`src/rtl/rv_ctrl_pkg.sv`:
```
// Shared encodings for the multicycle RV32I controller: state enum, opcodes and
// datapath select codes used by the FSM, the immediate decoder and the datapath.
package rv_ctrl_pkg;

    typedef enum logic [3:0] {
        S_FETCH, S_DECODE, S_MEMADR, S_MEMREAD, S_MEMWB, S_MEMWRITE, S_EXECR, S_EXECI,
        S_ALUWB, S_BRANCH, S_JAL, S_JALR, S_JALRWB, S_LUI, S_AUIPC, S_TRAP
    } state_t;

    localparam logic [6:0] OP_LOAD   = 7'b0000011;
    localparam logic [6:0] OP_STORE  = 7'b0100011;
    localparam logic [6:0] OP_R      = 7'b0110011;
    localparam logic [6:0] OP_I      = 7'b0010011;
    localparam logic [6:0] OP_BRANCH = 7'b1100011;
    localparam logic [6:0] OP_JAL    = 7'b1101111;
    localparam logic [6:0] OP_JALR   = 7'b1100111;
    localparam logic [6:0] OP_LUI    = 7'b0110111;
    localparam logic [6:0] OP_AUIPC  = 7'b0010111;

    localparam logic [1:0] SRC_A_PC    = 2'b00;
    localparam logic [1:0] SRC_A_OLDPC = 2'b01;
    localparam logic [1:0] SRC_A_RS1   = 2'b10;
    localparam logic [1:0] SRC_A_ZERO  = 2'b11;

    localparam logic [1:0] SRC_B_RS2  = 2'b00;
    localparam logic [1:0] SRC_B_IMM  = 2'b01;
    localparam logic [1:0] SRC_B_FOUR = 2'b10;

    localparam logic [1:0] RES_ALUOUT    = 2'b00;
    localparam logic [1:0] RES_READDATA  = 2'b01;
    localparam logic [1:0] RES_ALURESULT = 2'b10;

    localparam logic [1:0] ALU_ADD    = 2'b00;
    localparam logic [1:0] ALU_BRANCH = 2'b01;
    localparam logic [1:0] ALU_FUNCT  = 2'b10;

    localparam logic [2:0] IMM_I = 3'b000;
    localparam logic [2:0] IMM_S = 3'b001;
    localparam logic [2:0] IMM_B = 3'b010;
    localparam logic [2:0] IMM_J = 3'b011;
    localparam logic [2:0] IMM_U = 3'b100;

    // States that stall on the memory handshake and feed the watchdog.
    function automatic logic is_mem_wait(state_t s);
        return (s == S_FETCH) || (s == S_MEMREAD) || (s == S_MEMWRITE);
    endfunction

endpackage

```
`src/rtl/mc_ctrl_fsm_if.sv`:
```
// Controller <-> datapath bundle: opcode and memory handshake in, control strobes,
// datapath selects and status out. The controller side is the master.
interface mc_ctrl_fsm_if;
    logic [6:0] iop;
    logic       imem_rdy;
    logic       opc_update;
    logic       oir_wr;
    logic       oadr_src;
    logic       omem_wr;
    logic       oreg_wr;
    logic       obranch;
    logic [1:0] oalu_src_a;
    logic [1:0] oalu_src_b;
    logic [1:0] oresult_src;
    logic [1:0] oalu_op;
    logic [2:0] oimm_src;
    logic [3:0] ostate;
    logic       otrap;

    modport master (
        input  iop, imem_rdy,
        output opc_update, oir_wr, oadr_src, omem_wr, oreg_wr, obranch,
               oalu_src_a, oalu_src_b, oresult_src, oalu_op, oimm_src, ostate, otrap
    );

    modport slave (
        output iop, imem_rdy,
        input  opc_update, oir_wr, oadr_src, omem_wr, oreg_wr, obranch,
               oalu_src_a, oalu_src_b, oresult_src, oalu_op, oimm_src, ostate, otrap
    );
endinterface

```
`src/rtl/mc_ctrl_fsm_imm_dec.sv`:
```
// Opcode to immediate-format decode; purely combinational, unknown opcodes map to I.
module imm_dec
    import rv_ctrl_pkg::*;
(
    input  logic [6:0] i_op,
    output logic [2:0] o_imm_src
);

    always_comb begin
        case (i_op)
            OP_STORE:         o_imm_src = IMM_S;
            OP_BRANCH:        o_imm_src = IMM_B;
            OP_JAL:           o_imm_src = IMM_J;
            OP_LUI, OP_AUIPC: o_imm_src = IMM_U;
            default:          o_imm_src = IMM_I;
        endcase
    end

endmodule

```
`src/rtl/mc_ctrl_fsm.sv`:
```
// Multicycle RV32I control FSM with a memory-wait watchdog that parks the core in
// a sticky TRAP state; TRAP is left only through reset.
module mc_ctrl_fsm
    import rv_ctrl_pkg::*;
#(
    parameter int unsigned P_TIMEOUT = 255,
    parameter bit          P_MEM_HS  = 1'b1
) (
    input  logic          iclk,
    input  logic          irst_n,
    mc_ctrl_fsm_if.master bus
);

    localparam int unsigned         LP_CNT_W    = (P_TIMEOUT > 0) ? $clog2(P_TIMEOUT + 1) : 1;
    localparam logic [LP_CNT_W-1:0] LP_CNT_LAST = LP_CNT_W'(P_TIMEOUT - 1);

    state_t              r_state;
    state_t              w_next;
    logic [LP_CNT_W-1:0] r_wait_cnt;
    logic                w_rdy;
    logic                w_waiting;
    logic                w_timeout;
    logic [2:0]          w_imm_src;

    assign w_rdy     = P_MEM_HS ? bus.imem_rdy : 1'b1;
    assign w_waiting = is_mem_wait(r_state) && !w_rdy;
    // Fires in the cycle whose increment would reach P_TIMEOUT; a ready in that
    // same cycle clears w_waiting, so completion always beats the trap.
    assign w_timeout = (P_TIMEOUT != 0) && w_waiting && (r_wait_cnt == LP_CNT_LAST);

    // NOTE: sequential state uses non-blocking assignments so every flop samples
    // pre-edge values regardless of process ordering.
    always_ff @(posedge iclk or negedge irst_n) begin
        if (!irst_n) r_state <= S_FETCH;
        else         r_state <= w_next;
    end

    always_ff @(posedge iclk or negedge irst_n) begin
        if (!irst_n)                              r_wait_cnt <= '0;
        else if (w_waiting && (w_next == r_state)) r_wait_cnt <= r_wait_cnt + LP_CNT_W'(1);
        else                                      r_wait_cnt <= '0;
    end

    // NOTE: every output and the next state get a default before the case, so no
    // path through the block leaves a value unassigned and infers a latch.
    always_comb begin
        w_next          = r_state;
        bus.opc_update  = 1'b0;
        bus.oir_wr      = 1'b0;
        bus.oadr_src    = 1'b0;
        bus.omem_wr     = 1'b0;
        bus.oreg_wr     = 1'b0;
        bus.obranch     = 1'b0;
        bus.oalu_src_a  = SRC_A_PC;
        bus.oalu_src_b  = SRC_B_RS2;
        bus.oresult_src = RES_ALUOUT;
        bus.oalu_op     = ALU_ADD;
        case (r_state)
            S_FETCH: begin
                bus.oalu_src_b  = SRC_B_FOUR;
                bus.oresult_src = RES_ALURESULT;
                bus.oir_wr      = w_rdy;
                bus.opc_update  = w_rdy;
                if (w_rdy)          w_next = S_DECODE;
                else if (w_timeout) w_next = S_TRAP;
            end
            S_DECODE: begin
                bus.oalu_src_a = SRC_A_OLDPC;
                bus.oalu_src_b = SRC_B_IMM;
                case (bus.iop)
                    OP_LOAD, OP_STORE: w_next = S_MEMADR;
                    OP_R:              w_next = S_EXECR;
                    OP_I:              w_next = S_EXECI;
                    OP_BRANCH:         w_next = S_BRANCH;
                    OP_JAL:            w_next = S_JAL;
                    OP_JALR:           w_next = S_JALR;
                    OP_LUI:            w_next = S_LUI;
                    OP_AUIPC:          w_next = S_AUIPC;
                    default:           w_next = S_TRAP;
                endcase
            end
            S_MEMADR: begin
                bus.oalu_src_a = SRC_A_RS1;
                bus.oalu_src_b = SRC_B_IMM;
                w_next         = (bus.iop == OP_STORE) ? S_MEMWRITE : S_MEMREAD;
            end
            S_MEMREAD: begin
                bus.oadr_src = 1'b1;
                if (w_rdy)          w_next = S_MEMWB;
                else if (w_timeout) w_next = S_TRAP;
            end
            S_MEMWB: begin
                bus.oresult_src = RES_READDATA;
                bus.oreg_wr     = 1'b1;
                w_next          = S_FETCH;
            end
            S_MEMWRITE: begin
                bus.oadr_src = 1'b1;
                bus.omem_wr  = 1'b1;
                if (w_rdy)          w_next = S_FETCH;
                else if (w_timeout) w_next = S_TRAP;
            end
            S_EXECR: begin
                bus.oalu_src_a = SRC_A_RS1;
                bus.oalu_src_b = SRC_B_RS2;
                bus.oalu_op    = ALU_FUNCT;
                w_next         = S_ALUWB;
            end
            S_EXECI: begin
                bus.oalu_src_a = SRC_A_RS1;
                bus.oalu_src_b = SRC_B_IMM;
                bus.oalu_op    = ALU_FUNCT;
                w_next         = S_ALUWB;
            end
            S_LUI: begin
                bus.oalu_src_a = SRC_A_ZERO;
                bus.oalu_src_b = SRC_B_IMM;
                w_next         = S_ALUWB;
            end
            S_AUIPC: begin
                bus.oalu_src_a = SRC_A_OLDPC;
                bus.oalu_src_b = SRC_B_IMM;
                w_next         = S_ALUWB;
            end
            S_ALUWB: begin
                bus.oreg_wr = 1'b1;
                w_next      = S_FETCH;
            end
            S_BRANCH: begin
                bus.oalu_src_a = SRC_A_RS1;
                bus.oalu_src_b = SRC_B_RS2;
                bus.oalu_op    = ALU_BRANCH;
                bus.obranch    = 1'b1;
                w_next         = S_FETCH;
            end
            S_JAL: begin
                bus.oalu_src_a = SRC_A_OLDPC;
                bus.oalu_src_b = SRC_B_FOUR;
                bus.opc_update = 1'b1;
                w_next         = S_ALUWB;
            end
            S_JALR: begin
                bus.oalu_src_a  = SRC_A_RS1;
                bus.oalu_src_b  = SRC_B_IMM;
                bus.oresult_src = RES_ALURESULT;
                bus.opc_update  = 1'b1;
                w_next          = S_JALRWB;
            end
            S_JALRWB: begin
                bus.oalu_src_a  = SRC_A_OLDPC;
                bus.oalu_src_b  = SRC_B_FOUR;
                bus.oresult_src = RES_ALURESULT;
                bus.oreg_wr     = 1'b1;
                w_next          = S_FETCH;
            end
            S_TRAP: w_next = S_TRAP;
        endcase
    end

    imm_dec u_imm_dec (
        .i_op      (bus.iop),
        .o_imm_src (w_imm_src)
    );

    assign bus.oimm_src = w_imm_src;
    assign bus.ostate   = r_state;
    assign bus.otrap    = (r_state == S_TRAP);

endmodule

```
`src/flat_wrapper.sv`:
```
// flat-port wrapper written by rule: the top's interface ports become plain ports
module mc_ctrl_fsm_flat import rv_ctrl_pkg::*;
#(
    parameter int unsigned P_TIMEOUT = 255,
    parameter bit          P_MEM_HS  = 1'b1
)
  (iclk, irst_n, bus_iop, bus_imem_rdy, bus_opc_update, bus_oir_wr, bus_oadr_src, bus_omem_wr, bus_oreg_wr, bus_obranch, bus_oalu_src_a, bus_oalu_src_b, bus_oresult_src, bus_oalu_op, bus_oimm_src, bus_ostate, bus_otrap);
  mc_ctrl_fsm_if bus_i ();
  input  logic iclk;
  input  logic irst_n;
  input wire logic [$bits(bus_i.iop)-1:0] bus_iop;
  input wire logic [$bits(bus_i.imem_rdy)-1:0] bus_imem_rdy;
  output wire logic [$bits(bus_i.opc_update)-1:0] bus_opc_update;
  output wire logic [$bits(bus_i.oir_wr)-1:0] bus_oir_wr;
  output wire logic [$bits(bus_i.oadr_src)-1:0] bus_oadr_src;
  output wire logic [$bits(bus_i.omem_wr)-1:0] bus_omem_wr;
  output wire logic [$bits(bus_i.oreg_wr)-1:0] bus_oreg_wr;
  output wire logic [$bits(bus_i.obranch)-1:0] bus_obranch;
  output wire logic [$bits(bus_i.oalu_src_a)-1:0] bus_oalu_src_a;
  output wire logic [$bits(bus_i.oalu_src_b)-1:0] bus_oalu_src_b;
  output wire logic [$bits(bus_i.oresult_src)-1:0] bus_oresult_src;
  output wire logic [$bits(bus_i.oalu_op)-1:0] bus_oalu_op;
  output wire logic [$bits(bus_i.oimm_src)-1:0] bus_oimm_src;
  output wire logic [$bits(bus_i.ostate)-1:0] bus_ostate;
  output wire logic [$bits(bus_i.otrap)-1:0] bus_otrap;
  assign bus_i.iop = bus_iop;
  assign bus_i.imem_rdy = bus_imem_rdy;
  assign bus_opc_update = bus_i.opc_update;
  assign bus_oir_wr = bus_i.oir_wr;
  assign bus_oadr_src = bus_i.oadr_src;
  assign bus_omem_wr = bus_i.omem_wr;
  assign bus_oreg_wr = bus_i.oreg_wr;
  assign bus_obranch = bus_i.obranch;
  assign bus_oalu_src_a = bus_i.oalu_src_a;
  assign bus_oalu_src_b = bus_i.oalu_src_b;
  assign bus_oresult_src = bus_i.oresult_src;
  assign bus_oalu_op = bus_i.oalu_op;
  assign bus_oimm_src = bus_i.oimm_src;
  assign bus_ostate = bus_i.ostate;
  assign bus_otrap = bus_i.otrap;
  mc_ctrl_fsm #(.P_TIMEOUT(P_TIMEOUT), .P_MEM_HS(P_MEM_HS)) u_core (.iclk(iclk), .irst_n(irst_n), .bus(bus_i));
endmodule
```
`config.mk`:
```
export PLATFORM = sky130hd
export DESIGN_NAME = mc_ctrl_fsm_flat
export DESIGN_NICKNAME = d
export VERILOG_FILES = /design/src/rtl/rv_ctrl_pkg.sv /design/src/rtl/mc_ctrl_fsm_if.sv /design/src/rtl/mc_ctrl_fsm_imm_dec.sv /design/src/rtl/mc_ctrl_fsm.sv /design/src/flat_wrapper.sv
export SDC_FILE = /design/constraint.sdc
export NUM_CORES = 1
export LEC_CHECK = 0
export BUFFER_PORTS_ARGS = -buffer_cell sky130_fd_sc_hd__buf_2
export CAP_MARGIN = 10
export CORE_MARGIN = 3
export CORE_UTILIZATION = 40
export DETAILED_ROUTE_END_ITERATION = 16
export SLEW_MARGIN = 20
export SYNTH_ARGS = -nofsm -noshare
export SYNTH_HDL_FRONTEND = slang
export SYNTH_SLANG_ARGS = --single-unit
```
`constraint.sdc`:
```
create_clock -name iclk -period 3.2 [get_ports iclk]
set_input_delay 0.8 -clock iclk [delete_from_list [all_inputs] [get_ports iclk]]
set_output_delay 0.8 -clock iclk [all_outputs]
set_load 0.05 [all_outputs]
```
After elaboration in Yosys (flattened, before gate mapping)
Index checks and enable logic that the tools add are counted.
{ "totals": {"output_inout_bits": 22, "input_bits": 10, "wordCells": 68, "register_bits": 12} }
{ "op_classes": {"n_addsub": 1, "eq_ne": 26, "n_mux": 19, "n_reduce_logical": 20} }
{ "op_table": {"columns": ["op", "count"], "rows": [
  ["4-bit one-hot mux with 9 select lines", 1],
  ["4-bit == test, second input constant", 8],
  ["4-bit one-hot mux with 8 select lines", 1],
  ["7-bit by 6-bit == test with 1-bit output, second input constant", 3],
  ["7-bit == test, second input constant", 3],
  ["4-bit by 3-bit == test with 1-bit output, second input constant", 4],
  ["4-bit 2-to-1 mux", 4],
  ["7-bit by 5-bit == test with 1-bit output, second input constant", 2],
  ["2-bit one-hot mux with 2 select lines", 3],
  ["3-bit one-hot mux with 4 select lines", 1],
  ["2-bit OR reduction", 5],
  ["5-bit OR reduction", 2],
  ["3-bit OR reduction", 3],
  ["8-bit by 1-bit adder with 8-bit output, second input constant", 1],
  ["4-bit by 2-bit == test with 1-bit output, second input constant", 2],
  ["8-bit == test, second input constant", 1],
  ["8-bit 2-to-1 mux", 1],
  ["4-bit OR reduction", 2],
  ["7-bit by 2-bit == test with 1-bit output, second input constant", 1],
  ["2-bit one-hot mux with 3 select lines", 1],
  ["6-bit OR reduction", 1],
  ["1-bit 2-to-1 mux", 5],
  ["4-bit by 1-bit == test with 1-bit output, second input constant", 1],
  ["4-bit == test", 1],
  ["6 further kinds", 9]
]} }

Longest topological paths before layout
{ "depth": {"word_depth": 11, "depth_mapped": 6, "mapped_depth_nobuf": 6} }

Modules after synthesis
A second synthesis with hierarchy kept.
{ "hier_totals": {"hier_cells": 135, "area_unflattened_um2": 1039.7} }
{ "by_module_without_submodules": {"columns": ["module", "instances", "area_each_um2", "cells_per_inst", "seq_area_each_um2"], "rows": [
  ["mc_ctrl_fsm", 1, 978.4, 127, 300.3],
  ["imm_dec", 1, 61.3, 8, 0.0]
]} }

Worst setup path before layout
OpenSTA, ideal clock, no wires.
{ "synth_path": {"path_kind": "input to output", "from": "input port bus_iop[3]", "to": "output port bus_oimm_src[0]", "path_stages": 3, "arrival_ns": 2.552, "required_ns": 2.400, "path_slack_ns": -0.152, "path_buffers": 1, "cell_sequence": "clkbuf_1 > or3_1 > a211oi_1"} }
{ "synth_between": {"elab_chain_len": 3, "elab_cells_between_ends": 7, "cone_classes": "eq/ne: 5; mux: 1; reduce/logical: 1"} }
{ "synth_rtl": {"columns": ["element", "line_no", "rtl"], "rows": [
  ["from (decl)", "flat_wrapper.sv:11", "input wire logic [$bits(bus_i.iop)-1:0] bus_iop;"],
  ["7-bit by 6-bit == test with 1-bit output or 7-bit by 5-bit == test with 1-bit output (tied branches)", "mc_ctrl_fsm_imm_dec.sv:10", "case (i_op)"],
  ["2-bit OR reduction", "mc_ctrl_fsm_imm_dec.sv:10", null],
  ["3-bit one-hot mux with 4 select lines (*)", "mc_ctrl_fsm_imm_dec.sv:10", null],
  ["to (decl)", "flat_wrapper.sv:23", "output wire logic [$bits(bus_i.oimm_src)-1:0] bus_oimm_src;"]
]} }
Mark *: on every way between the ends. The rest lies on a longest branch, timed or not.

Worst setup path in the final report
{ "layout_path": {"from": "register u_core.r_state[3], in the netlist u_core.bus.ostate[3]", "to": "output port bus_opc_update"} }
{ "layout_between": {"elab_chain_len": 3, "elab_cells_between_ends": 5, "cone_classes": "eq/ne: 2; mux: 1; reduce/logical: 2"} }
{ "layout_rtl": {"columns": ["element", "line_no", "rtl"], "rows": [
  ["from (decl)", "mc_ctrl_fsm.sv:17", "state_t r_state;"],
  ["from (signal assigned)", "mc_ctrl_fsm.sv:35", "else r_state <= w_next;"],
  ["4-bit == test", "mc_ctrl_fsm.sv:58", "case (r_state)"],
  ["2-bit OR reduction (no source line)", null, null],
  ["1-bit one-hot mux with 2 select lines (*)", "mc_ctrl_fsm.sv:58", null],
  ["to (decl)", "flat_wrapper.sv:13", "output wire logic [$bits(bus_i.opc_update)-1:0] bus_opc_update;"]
]} }
Marks and branches as above.

==> metrics.csv <==
stage,metric,value,unit
pwr,total net switching power,0.773,mW
sta,final critical-path setup slack,0.430,ns
final_layout,layout cell share with drive strength beyond 1,24.7,%
drt,uppermost layer routed,met4,
placement,# port buffers,31,
drt,drt via density,5.71,
placement,Post-Place Worst Slack,0.554,ns
synth,Mean Syn Cell Area,7.70,um2
worst_setup_path,worst path cell trace,"or2_2, nor3_1, and2_1, o21bai_1, buf_2",
clock_tree,post-CTS setup buffer count,0,
global_routing,vias in the first global route,953,
worst_setup_path,Arrival @ worst endpoint,1.97,ns
sta,clk_skew,0.00286,ns
synth,cell accounting for the most synthesized area,dfrtp_1,
die,area of the die,3270,um2
worst_setup_path,CP endpoint kind,primary output,
global_routing,largest net degree at the start of global routing,18,
clock_tree,"Reg clk slew, reported paths",0.07,ns
die,core area,2340,um2
clock_tree,CTS sink cnt,12,
synth,Post-synth ARST share,100,%
pwr,Max IR drop VDD,0.000656,V
worst_setup_path,r2r setup slk,1.26,ns
pwr,clock group share of total power,6.9,%
global_routing,GRT overflow,0,
pwr,"Power, Total",1.24,mW
drt,drt drc,0,
synth,"Seq/Total Area, Yosys",28.7,%
synth,dominant cells by area after synthesis,"dfrtp_1 (29%), nor2_1 (6.5%), xor2_1 (5.0%), nor3_1 (3.8%), nand2b_1 (3.6%)",
pwr,sequential group share of total power,21.1,%
hold_path,hold crit path type,input pin to asynchronous set/reset pin,
clock_tree,worst-skew pair later-pin latency,0.26,ns
sta,fin crit share,86.6,%
pwr,Comb pwr share,72.0,%
sta,number of setup violations in the final report,0,
clock_tree,depth of the CTS H-tree,1,
clock_tree,clk buf depth,2,
worst_setup_path,WP data required,2.40,ns
drt,wire length per cell,13.2,um
die,Initial Util,44.8,%
worst_setup_path,Crit path max-delay family,simple AND/OR/NAND/NOR gates,
pwr,Pint,0.466,mW
global_routing,initial antenna violation count,0,
die,Ports,32,
drt,Initial DRT Pass Iterations,4,
clock_tree,CTS tree,yes,
sta,setup_tns,0,ns
final_layout,post-layout util,52.6,%
synth,Post-synth EDFFs,0,
worst_setup_path,CP Launch Type,register,
worst_setup_path,CP Max Fanout,17,
die,height of the die,57.2,um
die,Die W,57.2,um
global_routing,GRT Util Overall,16.2,%
final_layout,area grow syn2layout,17.4,%
placement,HPWL Detailed,1.91,mm
drt,Vias,1084,
drt,met2 wire length,1.14,mm
worst_setup_path,Critical path buffers and inverters,1,
sta,Fin. Hold Viols,0,
clock_tree,# resized after CTS,0,
sta,minimum hold slack,0.393,ns
worst_setup_path,Crit Path Class,register to primary output,
synth,Post-synth top flop,dfrtp_1,
drt,metal3 WL,159,um
global_routing,first-pass GRT wire length,4.31,mm
drt,initial DRC count,30,
placement,RePlAce Congestion,0.789,
sta,unrepaired setup endpoints after global routing,no,
worst_setup_path,cell with the largest stage delay on the worst path,dfrtp_1,
drt,met1 WL,1.20,mm
final_layout,n_diodes,0,
sta,Tightest Pin Transition,0.460,ns
clock_tree,CTS Root Buffer Type,clkbuf_4,
sta,"Min Clock Period, post-route",2.77,ns
synth,Mapped Cells,136,
pwr,Power per Cell Area,1010,nW/um2
synth,Yosys cell types,48,
run_status,status,finished clean,
drt,Final ANT Viol Nets,0,
synth,#FFs+latches synth,12,
sta,Fmax,361,MHz
synth,area fraction of the dominant cell type after synthesis,28.7,%
drt,final WL,2.52,mm
clock_tree,CTS Buf Count,3,
sta,relative slew slack,69.3,%
final_layout,final net count,176,
synth,post-synth design cell area,1050,um2
clock_tree,CTS hold repair buffers,0,
synth,Post-Synthesis Net Count,148,
flow_run,max-cap check violation count,0,
sta,Final Slew Violations,0,
pwr,switching share of power,62.4,%
pwr,Lkg Pwr,0.572,nW
synth,Yosys Warn Count,0,
worst_setup_path,CP peak stage delay,0.54,ns
die,Row Count,17,
layer usage:
metal	track usage [%]	vias up
met5	0	-
met4	2.98	0
met3	3.39	2
met2	25.3	35
met1	23.4	499
li1	-	548
worst register-to-register path: stages (launching register included):
cell and delay, ns:
dfrtp_1 0.54, nor4_1 0.37, a22o_1 0.24, nand2_1 0.13, a221o_1 0.36, a22oi_1 0.21
per-stage QoR:
step / cell area (um2) / instances
after floorplan: 1050 / 136
after global placement: 1210 / 187
after detailed placement: 1210 / 187
after CTS: 1230 / 190
after global routing: 1230 / 190
final: 1230 / 190
path summary, 6_finish.rpt:
kind                                       from                   end  cells past startpoint
hold / removal                           irst_n  u_core.r_wait_cnt[2]                      1
setup reg to reg           u_core.bus.ostate[1]  u_core.bus.ostate[2]                      5
min in group iclk          u_core.r_wait_cnt[7]  u_core.r_wait_cnt[7]                      2
setup / recovery           u_core.bus.ostate[3]        bus_opc_update                      5
max in group asynchronous                irst_n  u_core.r_wait_cnt[7]                      1
hold reg to reg            u_core.r_wait_cnt[7]  u_core.r_wait_cnt[7]                      2
cell families after synthesis:
group,Yosys count,share of synthesized area (%)
compound gates,29,19.1
xor+xnor,9,7.53
fa+ha+maj,2,2.39
buf+inv,14,6.21
flops,12,28.7
mux,1,0.956
simple gates,69,35.1
area by class of cell:
class	instances	area [um2]
Timing Repair Buffer	33	170
Fill cell	244	1110
Sequential cell	12	300
Clock buffer	3	22.5
Multi-Input combinational cell	110	687
Tap cell	28	35.0
Inverter	4	15.0
layout by cell type (no fill, tap or decap), types with 2 or more instances in the layout:
| cell | n |
|---|---|
| buf_2 | 31 |
| nor2_1 | 18 |
| dfrtp_1 | 12 |
| nand2_1 | 9 |
| nor3_1 | 8 |
| nand3_1 | 7 |
| nand2b_1 | 6 |
| xor2_1 | 6 |
| a21oi_1 | 5 |
| o21ai_0 | 4 |
| and2_1 | 3 |
| inv_1 | 3 |
| xnor2_1 | 3 |
| clkbuf_4 | 3 |
| and3_1 | 2 |
| nor3b_1 | 2 |
| and4_1 | 2 |
| nor4_1 | 2 |
| nand4b_1 | 2 |
| o31ai_1 | 2 |
| nor2b_1 | 2 |
| o21ai_1 | 2 |
| ha_1 | 2 |
| buf_4 | 2 |
sequential cells by signal (all words and copies together), names as in the netlist:
| register | flops |
|---|---|
| u_core.bus.ostate | 4 |
| u_core.r_wait_cnt | 8 |
cell usage after synthesis (2+ instances only):
master and count:
and2_1 3, nand2b_1 6, inv_1 3, nor3_1 8, o31ai_1 2, and3_1 2
nor4_1 2, nand4b_1 2, nor2b_1 2, nor2_1 18, a21oi_1 5, xnor2_1 3
nor3b_1 2, ha_1 2, o21ai_0 6, dfrtp_1 12, nand2_1 9, and4_1 2
xor2_1 6, nand3_1 7, clkbuf_1 7
power groups by stage:
stage	Sequential [mW]	Combinational (mW)	Clock [mW]
2_1_floorplan	0.301	0.667	0
3_3_place_gp	0.261	0.883	0
3_5_place_dp	0.264	0.895	0
4_1_cts	0.261	0.897	0.0916
5_1_grt	0.276	0.961	0.0993
6_report	0.261	0.893	0.0858
(Power assumes the default switching activity.)
